[config.mk]
export PLATFORM = sky130hd
export DESIGN_NAME = serial_shift_alu
export DESIGN_NICKNAME = d
export VERILOG_FILES = /design/src/rtl/serial_shift_alu.sv
export SDC_FILE = /design/constraint.sdc
export NUM_CORES = 1
export LEC_CHECK = 0
export CAP_MARGIN = 20
export CORE_MARGIN = 2
export CORE_UTILIZATION = 52
export DETAILED_ROUTE_END_ITERATION = 8
export DONT_BUFFER_PORTS = 1
export GPL_TIMING_DRIVEN = 0
export PLACE_DENSITY_LB_ADDON = 0.12
export SLEW_MARGIN = 40
export SYNTH_ARGS = -nofsm -noshare
export SYNTH_HDL_FRONTEND = slang
export SYNTH_SLANG_ARGS = --single-unit
[constraint.sdc]
create_clock -name clk -period 6.4 [get_ports clk]
set_clock_uncertainty 0.15 [all_clocks]
set_input_delay 1.92 -clock clk [delete_from_list [all_inputs] [get_ports clk]]
set_output_delay 1.92 -clock clk [all_outputs]
set_load 0.02 [all_outputs]
[src/rtl/serial_shift_alu.sv]
// serial_shift_alu: multi-cycle ALU with one-step ADD/SUB and bit-serial SLL/SLLV
module serial_shift_alu (
    input  logic        clk,
    input  logic        rst,
    input  logic        start,
    input  logic [5:0]  funct,
    input  logic [31:0] src1,
    input  logic [31:0] src2,
    input  logic [4:0]  shamt,
    output logic [31:0] result,
    output logic        zero,
    output logic        busy,
    output logic        done,
    output logic        illegal
);
    localparam logic [5:0] F_ADD  = 6'b001001;
    localparam logic [5:0] F_SUB  = 6'b001010;
    localparam logic [5:0] F_SLL  = 6'b100001;
    localparam logic [5:0] F_SLLV = 6'b110101;

    typedef enum logic [1:0] {IDLE, SHIFT, DONE} state_t;

    state_t      state_q, state_d;
    logic [31:0] result_q, result_d;
    logic        zero_q, zero_d;
    logic        illegal_q, illegal_d;
    logic [4:0]  cnt_q, cnt_d;
    logic [31:0] shl;
    logic [4:0]  amt;

    assign shl = result_q << 1;
    assign amt = (funct == F_SLL) ? shamt : src1[4:0];

    // next state: capture on accept, shift one bit per SHIFT cycle, single DONE cycle
    always_comb begin
        state_d   = state_q;
        result_d  = result_q;
        zero_d    = zero_q;
        illegal_d = illegal_q;
        cnt_d     = cnt_q;
        unique case (state_q)
            IDLE: if (start) begin
                state_d   = DONE;
                illegal_d = 1'b0;
                case (funct)
                    F_ADD: result_d = src1 + src2;
                    F_SUB: result_d = src1 - src2;
                    F_SLL, F_SLLV: begin
                        result_d = src2;
                        cnt_d    = amt;
                        state_d  = (amt == 5'd0) ? DONE : SHIFT;
                    end
                    default: begin
                        result_d  = 32'd0;
                        illegal_d = 1'b1;
                    end
                endcase
                zero_d = (result_d == 32'd0);
            end
            SHIFT: begin
                result_d = shl;
                zero_d   = (shl == 32'd0);
                cnt_d    = cnt_q - 5'd1;
                state_d  = (cnt_q == 5'd1) ? DONE : SHIFT;
            end
            DONE:    state_d = IDLE;
            default: state_d = IDLE;
        endcase
    end

    // state registers; reset overrides every transition
    always_ff @(posedge clk) begin
        if (rst) begin
            state_q   <= IDLE;
            result_q  <= 32'd0;
            zero_q    <= 1'b1;
            illegal_q <= 1'b0;
            cnt_q     <= 5'd0;
        end else begin
            state_q   <= state_d;
            result_q  <= result_d;
            zero_q    <= zero_d;
            illegal_q <= illegal_d;
            cnt_q     <= cnt_d;
        end
    end

    assign result  = result_q;
    assign zero    = zero_q;
    assign illegal = illegal_q;
    assign busy    = (state_q != IDLE);
    assign done    = (state_q == DONE);
endmodule
==> flow_summary.json <==
{
  "status": "finished, final reports clean",
  "drv_slew": 0,
  "numCtsBuffers": 5,
  "holdPathEnd": "cnt_q[1]",
  "grt_pass1_wl_um": 25800,
  "hold_depth": 2,
  "fp.dieArea_um2": 10100,
  "timing.reg2reg.setup_slack_ps": 3480,
  "synth_warnings": 0,
  "cp_cell_sequence": "nor4b_2 > and3b_1 > clkbuf_4 > a21oi_1 > xnor2_1 > ha_1 > and3_4 > a221o_1 > a21oi_4 > a21boi_2 > or3_1 > a32o_1 > or4_4 > nor4_2 > nand4_1 > o41ai_2",
  "yosysTopAreaCellShare_pct": 17.0,
  "slew_headroom_pct": 48.0,
  "clock-sinks": 41,
  "drt_pass1_iterations": 7,
  "wl_per_cell_um": 20.9,
  "clockBufferDepth": 2,
  "synthDistinctLibCells": 75,
  "crit_path_top_delay_cell": "or4_4",
  "drive_above_1_share_pct": 5.59,
  "power_mw": 0.796,
  "async_flop_share_pct": 0,
  "yosysTopAreaCell": "dfxtp_1",
  "utilization_pct": 56.4,
  "r2r_start": "state_q[0]",
  "syn_to_final_growth_pct": 6.75,
  "cpPeakStageDelay_ps": 540,
  "viasPerCell": 6.84,
  "synth_cells": 670,
  "fin_crit_sh_pct": 97.5,
  "hp-class": "reg -> reg",
  "power_density_nw_per_um2": 154,
  "ctsHoldBuffers": 0,
  "fin_nets": 792,
  "hold_start": "cnt_q[1]",
  "dp.final_hpwl_um": 13100,
  "diodes": 0,
  "fill_cells": 932,
  "postPlaceCellArea_um2": 4980,
  "peakVddDrop_uv": 156,
  "worst_skew_pair.late_latency_ps": 300,
  "whs_ps": 389,
  "setup.worst_path.start": "funct[2]",
  "finalHoldViolCount": 0,
  "synth_area_leaders": "dfxtp_1 17%, ha_1 8.8%, a21oi_1 7.3%",
  "overflow": 0,
  "yosysSeqAreaShare_pct": 17.0,
  "cp-end-kind": "register",
  "cts_root_buf": "clkbuf_8",
  "grt_pass1_vias": 5012,
  "r2r_end": "zero",
  "portBuffers": 0,
  "gp_congestion": 0.932,
  "clk_pin_slew_worst_paths_ps": 80,
  "syn_nets": 783,
  "first_iter_violations": 463,
  "core_um2": 9150,
  "fin_crit_ps": 6240,
  "crit_fanout": 10,
  "critPathArrivalTime_ps": 6300,
  "vias": 5411,
  "grt_max_degree": 14,
  "path_class": "in -> reg",
  "totalWireLength_um": 16500,
  "syn_avg_cell_area_um2": 7.22,
  "timing.fmax_ghz": 0.160,
  "antenna_found_initial": 0,
  "worst_pin_slew_ps": 775,
  "fin_area_um2": 5160,
  "die-width_um": 100,
  "ant_nets": 0,
  "r2r_cells": 9,
  "finalSetupViolations": 0,
  "path_buf_inv": 1,
  "netlist_area_um2": 4840,
  "synth_commonest_cells": "82 x nor2_1, 71 x a21oi_1, 59 x nand2_1, 41 x dfxtp_1, 39 x o21ai_0",
  "boundaryPins": 114,
  "cts_tree": "yes",
  "cp_top_family": "simple AND/OR/NAND/NOR gates",
  "critical_path.startpoint_type": "input port",
  "max-cap-violations": 0,
  "grt_use_total_pct": 32.1,
  "yosys_most_used_dff": "dfxtp_1",
  "start_util_pct": 52.9,
  "synth_edf_count": 0,
  "rsz0062_at_grt": "false",
  "ys_ff_latch": 41,
  "synth_most_common_cell": "nor2_1",
  "crit_required_ps": 6460,
  "num_rows": 35,
  "die_h_um": 100,
  "drc": 0,
  "htreeDepth": 2,
  "power.leakage_nw": 2.01
}
[per-stage QoR]
stage	worst slack [ps]	setup TNS [ps]	cells
floorplan	262	0	670
global placement	-535	-1490	781
detailed placement	-565	-2170	781
CTS	52.5	0	789
global route	11.6	0	791
finish	160	0	791
[worst register-to-register path, cell delays in order, from the launching register on]
cell and delay, ps:
dfxtp_1 310, clkbuf_1 290, o21ai_1 360, a221oi_1 380, and4_1 220, nor4bb_1 200, nand4_1 170, nor4_2 290
nand4_1 150, o41ai_2 300
[cell usage in the layout, fill, tap and decap left out, types with 11 or more instances in the layout]
| master | n |
|---|---|
| a21o_1 | 17 |
| a21oi_1 | 71 |
| a222oi_1 | 17 |
| and2_1 | 11 |
| clkbuf_1 | 27 |
| dfxtp_1 | 41 |
| ha_1 | 34 |
| inv_1 | 21 |
| nand2_1 | 59 |
| nand3_1 | 13 |
| nor2_1 | 81 |
| nor3_1 | 15 |
| nor4_1 | 12 |
| o21ai_0 | 39 |
| xnor2_1 | 30 |
| xor2_1 | 17 |
[kinds of logic (layout without fill, tap and decap cells)]
logic type	Yosys count	count (layout)	synth area share, %
flip-flops	41	41	17.0
AO/OA/AOI/OAI	235	235	33.4
adder cells (fa/ha/maj)	35	35	9.21
AND/OR/NAND/NOR	250	250	25.4
XOR/XNOR	47	47	8.51
buffers and inverters	54	64	4.78
multiplexers	8	8	1.68
[how the worst max path moves through the flow]
stage	cells after the start	endpoint	slack, ps
after floorplan	16	zero	260
after global placement	16	zero	-530
after detailed placement	16	zero	-560
after CTS	19	zero	50
after global routing	19	zero	10
final	16	zero	160
[per-layer routing]
layer,track usage [%],vias to the layer above,routed length [µm]
met5,0,-,0
met4,7.17,0,296
met3,6.31,25,1650
met2,53.4,273,7590
met1,43.2,2565,7000
li1,-,2548,-
[sequential cells by signal, indices dropped and copies added, names as in the netlist]
name / cells
zero: 1
cnt_q: 5
illegal: 1
state_q: 2
result: 32
[cell type report]
type,count,area [µm²],share of cell area [%]
plain buffers,33,158,3.05
clock buffers,6,72.6,1.41
clock inverters,2,38.8,0.751
inverters,21,78.8,1.53
multi-input cells,575,3840,74.4
flip-flops and latches,41,821,15.9
well taps,111,139,2.69
repair buffers,2,15.0,0.291
[repair_timing]
item,4_1_cts,5_1_grt
pin swaps,0,2
endpoints found under the hold margin,0,0
setup buffers,0,2
resized for setup,6,10
setup endpoints to repair,1,3
[power by group]
part | internal, mW | switching [mW]
Sequential | 0.261 | 0.0131
Combinational | 0.126 | 0.185
Clock | 0.117 | 0.0933
Note: power is estimated with default switching activity, not from simulation.
